`config.mk`:
```
export PLATFORM = sky130hd
export DESIGN_NAME = adc_spi_responder
export DESIGN_NICKNAME = d
export VERILOG_FILES = /design/src/rtl/adc_spi_responder.sv
export SDC_FILE = /design/constraint.sdc
export NUM_CORES = 1
export LEC_CHECK = 0
export CAP_MARGIN = 15
export CORE_ASPECT_RATIO = 2
export CORE_MARGIN = 2
export CORE_UTILIZATION = 43
export DETAILED_ROUTE_END_ITERATION = 12
export GPL_ROUTABILITY_DRIVEN = 0
export GPL_TIMING_DRIVEN = 0
export MAX_ROUTING_LAYER = met4
export PLACE_DENSITY = 0.81
export SLEW_MARGIN = 25
export SYNTH_ARGS = -nofsm -noshare
export SYNTH_HDL_FRONTEND = slang
export SYNTH_SLANG_ARGS = --single-unit
```
`constraint.sdc`:
```
create_clock -name clk -period 3.5 [get_ports clk]
set_input_delay 0.7 -clock clk [delete_from_list [all_inputs] [get_ports clk]]
set_output_delay 0.7 -clock clk [all_outputs]
set_load 0.03 [all_outputs]
```
`src/rtl/adc_spi_responder.sv`:
```
// adc_spi_responder: cycle-based SPI responder model of an LTC2308-class
// 8-channel 12-bit ADC. It oversamples sclk/cs_n/din in the clk domain,
// captures the 6-bit config word, runs a timed conversion and shifts the
// selected result out on dout during the following frame.
// Optional feature macro: ADC_SPI_RESP_STATS_EN adds frame_count/err_count.
module adc_spi_responder #(
    parameter int NUM_CH      = 8,
    parameter int DATA_W      = 12,
    parameter int CFG_W       = 6,
    parameter int CONV_CYCLES = 80,
    parameter int SYNC_STAGES = 2
) (
    input  logic                       clk,
    input  logic                       reset,
    input  logic                       sclk,
    input  logic                       cs_n,
    input  logic                       din,
    output logic                       dout,
    input  logic [NUM_CH*DATA_W-1:0]   ch_data,
    output logic                       busy,
    output logic                       cfg_valid,
    output logic [CFG_W-1:0]           cfg_word,
    output logic                       frame_err
`ifdef ADC_SPI_RESP_STATS_EN
    ,
    output logic [15:0]                frame_count,
    output logic [15:0]                err_count
`endif
);

    localparam int TMR_W = $clog2(CONV_CYCLES + 1);

    typedef enum logic [1:0] {
        IDLE    = 2'd0,
        FRAME   = 2'd1,
        CONVERT = 2'd2
    } state_t;

    state_t                  state;
    logic [SYNC_STAGES-1:0]  sclk_sync;
    logic [SYNC_STAGES-1:0]  cs_sync;
    logic [SYNC_STAGES-1:0]  din_sync;
    logic                    sclk_prev;
    logic                    cs_prev;
    logic [DATA_W-1:0]       result_r;
    logic [DATA_W-1:0]       shift_r;
    logic [CFG_W-1:0]        cfg_sr;
    logic [4:0]              bit_cnt;
    logic [TMR_W-1:0]        timer;

    logic sclk_s, cs_s, din_s;
    logic sclk_rise, sclk_fall, cs_rise, cs_fall;

    assign sclk_s    = sclk_sync[SYNC_STAGES-1];
    assign cs_s      = cs_sync[SYNC_STAGES-1];
    assign din_s     = din_sync[SYNC_STAGES-1];
    assign sclk_rise = sclk_s & ~sclk_prev;
    assign sclk_fall = ~sclk_s & sclk_prev;
    assign cs_rise   = cs_s & ~cs_prev;
    assign cs_fall   = ~cs_s & cs_prev;

    // Config bit map (MSB..LSB): S/D, O/S, S1, S0, UNI, SLP.
    function automatic logic [DATA_W-1:0] calc_result(
        input logic [CFG_W-1:0]         cfg,
        input logic [NUM_CH*DATA_W-1:0] data
    );
        logic [2:0]        ch_a;
        logic [2:0]        ch_b;
        logic [DATA_W-1:0] a;
        logic [DATA_W-1:0] b;
        logic [DATA_W:0]   d;
        logic [DATA_W-1:0] r;
        ch_a = {cfg[3], cfg[2], cfg[4]};
        ch_b = {cfg[3], cfg[2], ~cfg[4]};
        a    = data[ch_a*DATA_W +: DATA_W];
        b    = data[ch_b*DATA_W +: DATA_W];
        d    = {1'b0, a} - {1'b0, b};
        if (cfg[5]) begin
            // Single-ended: bipolar is offset binary flipped to two's complement.
            r = cfg[1] ? a : (a ^ {1'b1, {(DATA_W-1){1'b0}}});
        end else if (cfg[1]) begin
            // Differential unipolar clamps negative differences to zero.
            r = d[DATA_W] ? {DATA_W{1'b0}} : d[DATA_W-1:0];
        end else if (!d[DATA_W] && d[DATA_W-1]) begin
            r = {1'b0, {(DATA_W-1){1'b1}}};
        end else if (d[DATA_W] && !d[DATA_W-1]) begin
            r = {1'b1, {(DATA_W-1){1'b0}}};
        end else begin
            r = d[DATA_W-1:0];
        end
        return r;
    endfunction

    // Synchronise the asynchronous SPI lines and keep one delayed copy for edge detection.
    always_ff @(posedge clk) begin
        if (reset) begin
            sclk_sync <= {SYNC_STAGES{1'b0}};
            cs_sync   <= {SYNC_STAGES{1'b1}};
            din_sync  <= {SYNC_STAGES{1'b0}};
            sclk_prev <= 1'b0;
            cs_prev   <= 1'b1;
        end else begin
            sclk_sync <= {sclk_sync[SYNC_STAGES-2:0], sclk};
            cs_sync   <= {cs_sync[SYNC_STAGES-2:0], cs_n};
            din_sync  <= {din_sync[SYNC_STAGES-2:0], din};
            sclk_prev <= sclk_s;
            cs_prev   <= cs_s;
        end
    end

    // Frame / conversion state machine with registered outputs.
    always_ff @(posedge clk) begin
        if (reset) begin
            state     <= IDLE;
            result_r  <= {DATA_W{1'b0}};
            shift_r   <= {DATA_W{1'b0}};
            cfg_sr    <= {CFG_W{1'b0}};
            bit_cnt   <= 5'd0;
            timer     <= {TMR_W{1'b0}};
            dout      <= 1'b0;
            busy      <= 1'b0;
            cfg_valid <= 1'b0;
            cfg_word  <= {CFG_W{1'b0}};
            frame_err <= 1'b0;
        end else begin
            cfg_valid <= 1'b0;
            frame_err <= 1'b0;
            case (state)
                IDLE: begin
                    if (cs_fall) begin
                        shift_r <= result_r;
                        dout    <= result_r[DATA_W-1];
                        bit_cnt <= 5'd0;
                        state   <= FRAME;
                    end
                end
                FRAME: begin
                    if (cs_rise) begin
                        dout <= 1'b0;
                        if (bit_cnt >= 5'(CFG_W)) begin
                            cfg_word  <= cfg_sr;
                            cfg_valid <= 1'b1;
                            if (!cfg_sr[0]) begin
                                busy  <= 1'b1;
                                timer <= TMR_W'(CONV_CYCLES);
                                state <= CONVERT;
                            end else begin
                                result_r <= {DATA_W{1'b0}};
                                state    <= IDLE;
                            end
                        end else begin
                            frame_err <= 1'b1;
                            state     <= IDLE;
                        end
                    end else if (sclk_rise) begin
                        if (bit_cnt < 5'(CFG_W)) begin
                            cfg_sr <= {cfg_sr[CFG_W-2:0], din_s};
                        end
                        if (bit_cnt != 5'd31) begin
                            bit_cnt <= bit_cnt + 5'd1;
                        end
                    end else if (sclk_fall) begin
                        // Zero fill means dout naturally stays 0 after the last result bit.
                        shift_r <= {shift_r[DATA_W-2:0], 1'b0};
                        dout    <= shift_r[DATA_W-2];
                    end
                end
                CONVERT: begin
                    // A frame opened during conversion is rejected; dout stays 0.
                    if (cs_fall) begin
                        frame_err <= 1'b1;
                    end
                    if (timer == {TMR_W{1'b0}}) begin
                        result_r <= calc_result(cfg_word, ch_data);
                        busy     <= 1'b0;
                        state    <= IDLE;
                    end else begin
                        timer <= timer - {{(TMR_W-1){1'b0}}, 1'b1};
                    end
                end
                default: begin
                    state <= IDLE;
                end
            endcase
        end
    end

`ifdef ADC_SPI_RESP_STATS_EN
    // Free-running wrap-around counters of accepted configs and protocol errors.
    always_ff @(posedge clk) begin
        if (reset) begin
            frame_count <= 16'd0;
            err_count   <= 16'd0;
        end else begin
            if (cfg_valid) begin
                frame_count <= frame_count + 16'd1;
            end
            if (frame_err) begin
                err_count <= err_count + 16'd1;
            end
        end
    end
`endif

endmodule
```
==> impl_summary.md, run 1 <==
Outcome
The run finished, with violations left. The final reports fail on setup timing.

Timing
The time the final worst path needs with I/O delays and setup is 3976 ps. The final critical-path share of the clock period is 113.6%. The headroom to the max-slew limit is 49.56%. The maximum clock frequency is 0.2515 GHz. The total negative slack is -2952 ps.

The setup clock skew after layout is 7.510 ps. The number of hold-slack violations in the final timing report is 0. The count of final max-slew check failures is 0.

Setup slack on the critical path of the routed design comes to -476.1 ps. Setup repair after global routing could not meet its margin everywhere. At the pin with the least slew margin, the transition time is 748.4 ps.

Setup violations remaining at the end of the flow were counted as 12.

Logic synthesis
After synthesis, the cell types taking the most area are dfxtp_1 27%, mux4_2 13%, mux2i_1 8.1%. When the netlist entered floorplanning its net count stood at 596. The mapped netlist covers 4447 µm². The per-instance average area after synthesis is 9.401 µm².

The synthesized design devotes to its leading area cell type 27.46% of total area. The predominant post-synthesis flop cell is dfxtp_1. In this run, synthesis produced a sequential element count of 61. The register area share after synthesis is 27.46%. The synthesized design contains 0 enable-type register cells. The synthesized design spends more area on one cell type than any other, namely dfxtp_1. The synthesized instance count is 473. Synthesis instantiated 65 different standard cells from the library. The number of warnings printed during yosys synthesis is 0. Counting flops with an async set or reset pin after synthesis yields a share of 0%.

Final layout
The fraction of final layout cells with drive strength greater than 1 is 25.98%. The final cell utilization of the core is 68.19%. The area growth from synthesis to layout is 54.64%. The total of fill cells in the finished design is 660. The final net count is 757. The count of non-filler cells in the finished layout is 775.

Clocking
The maximum buffer depth of the clock tree is 2. After clock tree synthesis, the clock-pin slew on the worst setup and hold paths is 60 ps. TritonCTS built the clock tree. After clock tree synthesis, the flow added hold-fix buffers numbering 0.

The number of sinks on the clock net is 61. The TritonCTS buffer count is 9. The number of H-tree branching levels is 3. The clock root buffer is clkbuf_16. The later pin in the worst-skew pair is clocked with a latency of 340 ps.

Worst setup path
The critical path in this run is classified as in -> reg. Along the worst path, the maximum fanout reaches 3. The launching element type of the critical path is an input pin. Data arrives at the worst endpoint at 4190 ps. STA puts the critical path data required time at 3720 ps. The worst setup path is captured at a flop.

Floorplan
The floorplan step set the die height to 147.8 µm. The horizontal die dimension is 75.91 µm. The die area is 11220 µm².

111 I/O pins were placed. The region available for standard cell placement spans 10080 µm². The row count is 52.

The initial utilization of the core area, before any placement, comes to 44.09%.

Global route
For this run the aggregate overflow at the end of global routing stands at 0. Across every metal layer, demand over resource in global routing totals 27.36%. The number of global-route vias before repair is 4923.

The initial antenna violation count was 1. The first global-routing pass estimated 23790 µm of wire. Entering global routing, the biggest net connects 11 pins.

Drt
The first TritonRoute pass finished after 6 iterations. In this run, the number of DRC markers left after iteration 0 of detailed routing was 501. Dividing the detail-routed via count by the number of cells gives 6.483. The count of unresolved DRC violations after routing is 0. After detailed routing, the average wire length per cell comes to 24.09 µm. The routed via count is 5024. The number of nets still failing antenna checks after routing is 0.

The post-detailed-routing wire length is 18670 µm.

Placed design
The number of cells in the design after placement is 718. The number of I/O port buffers is 110. The post-detailed-placement half-perimeter wirelength is 10390 µm.

Power
IR analysis of the VDD net gives a maximum drop of 0.2565 mV. The total power after layout is 2.536 mW. The areal power density over the cells is 368.9 nW/µm². The static power due to leakage is 2.847 nW.

Worst hold path
The worst hold-check path type is reg -> reg.

Job
The tool flagged a number of max-cap violations equal to 0.
[sequential cells by signal (all words and copies together) (netlist names)]
name	count
cfg_word	6
cfg_sr	6
cs_sync	2
busy	1
shift_r	11
timer	7
cfg_valid	1
cs_prev	1
frame_err	1
sclk_prev	1
result_r	12
sclk_sync	2
din_sync	2
dout	1
state	2
bit_cnt	5
[power by group]
part | internal, mW | total, mW | switching [mW]
sequential | 0.724 | 0.757 | 0.0322
combinational | 0.386 | 0.808 | 0.422
clock | 0.659 | 0.972 | 0.313
[worst max-delay path, stage by stage]
cell and delay, ps:
dlygate4sd2_1 240, mux4_2 480, mux2_4 300, ha_4 170, fa_2 360, nand2b_4 160
a21o_1 210, a211oi_2 480, a41oi_2 420, xnor2_1 230, a221oi_1 300, a21oi_1 120
[area by class of cell]
class | instances | area (µm²) | area share (%)
Antenna cell | 1 | 2.502 | 0.03639
Buffer | 23 | 143.9 | 2.092
Clock buffer | 12 | 256.5 | 3.730
Clock inverter | 4 | 70.07 | 1.019
Inverter | 18 | 67.56 | 0.9825
Multi-Input combinational cell | 368 | 3420 | 49.73
Sequential cell | 61 | 1226 | 17.83
Tap cell | 135 | 168.9 | 2.456
Timing Repair Buffer | 153 | 1521 | 22.13
[synthesized netlist by cell type, types with 3 or more instances]
cell type,n
nand2b_1,11
a32oi_1,6
mux2i_1,36
nor3b_1,4
a21o_1,5
ha_1,21
buf_2,6
dfxtp_1,61
nor3_1,12
mux2_2,11
nor2b_1,10
a211oi_1,15
inv_1,18
a21oi_1,28
o211ai_1,6
maj3_1,4
nor2_1,53
xor2_1,7
or2_2,4
clkbuf_1,16
nand3b_1,6
nand3_1,5
nand2_1,26
o21a_1,3
o21ai_0,16
o2bb2ai_1,3
xnor2_1,7
mux4_2,26
[cells by family after synthesis]
| kind of cell | synth area share (%) |
|---|---|
| simple gates | 17.14 |
| xor+xnor | 2.758 |
| fa+ha+maj | 7.259 |
| compound gates | 17.39 |
| flops | 27.46 |
| buf+inv | 3.939 |
| mux | 24.06 |
[what timing repair did]
action                     CTS  global route
resized for setup           73            70
gates cloned                 1             0
buffers inserted            19            23
setup endpoints to repair   12            12
pin swaps                   21            30
[path summary, 6_finish.rpt]
| kind | depth (start not counted) | slack [ps] | end | startpoint |
|---|---|---|---|---|
| worst min-delay path | 1 | 410 | cs_sync[1]$_SDFF_PP1_ | cs_sync[0]$_SDFF_PP1_ |
| worst min register to register | 1 | 410 | cs_sync[1]$_SDFF_PP1_ | cs_sync[0]$_SDFF_PP1_ |
| worst max register to register | 12 | -460 | result_r[10]$_SDFFE_PP0P_ | cfg_word[3]$_SDFFE_PP0P_ |
| worst max-delay path | 12 | -480 | result_r[10]$_SDFFE_PP0P_ | ch_data[60] |
[metrics by stage]
step           hold slack (ps)  cell area (µm²)  worst slack, ps
3_5_place_dp             399.6             5771           -815.5
2_1_floorplan            389.5             4501            7.427
4_1_cts                  411.7             6472           -66.31
5_1_grt                  435.9             6877           -570.6
3_3_place_gp             391.4             5771           -710.8
6_report                 408.9             6877           -476.1
[placed cells by master, fill, tap and decap left out, types with 4 or more instances in the layout]
| master | n |
|---|---|
| dlymetal6s2s_1 | 33 |
| mux4_2 | 26 |
| nor2_1 | 52 |
| or2_2 | 4 |
| mux2_4 | 9 |
| o21ai_0 | 12 |
| nor2b_1 | 9 |
| dfxtp_1 | 59 |
| clkbuf_1 | 14 |
| buf_4 | 43 |
| ha_4 | 9 |
| clkdlybuf4s50_1 | 55 |
| clkbuf_16 | 9 |
| a32oi_1 | 6 |
| buf_6 | 4 |
| xor2_1 | 7 |
| xnor2_1 | 7 |
| a211oi_1 | 12 |
| nand2_1 | 24 |
| mux2i_1 | 32 |
| inv_1 | 17 |
| nand2b_1 | 9 |
| a21o_1 | 5 |
| o211ai_1 | 6 |
| nand3_1 | 4 |
| nor3_1 | 9 |
| a21oi_1 | 23 |
| ha_1 | 10 |
| nand3b_1 | 6 |
| dlygate4sd2_1 | 20 |
[per-layer routing]
| layer | up-vias | track usage, % | wire length [µm] |
|---|---|---|---|
| met5 | - | - | 0 |
| met1 | 2335 | 23.94 | 5555 |
| met3 | 174 | 3.785 | 1466 |
| met2 | 416 | 51.25 | 9685 |
| met4 | 0 | 21.82 | 1963 |
| li1 | 2099 | - | - |
Note: power is estimated with default switching activity, not from simulation.
==> run 2: changes to the inputs <==
CTS_CLUSTER_SIZE = 12   (was not set)
==> results of run 2 <==
Final layout, timing and power as in run 1 (identical DEF).
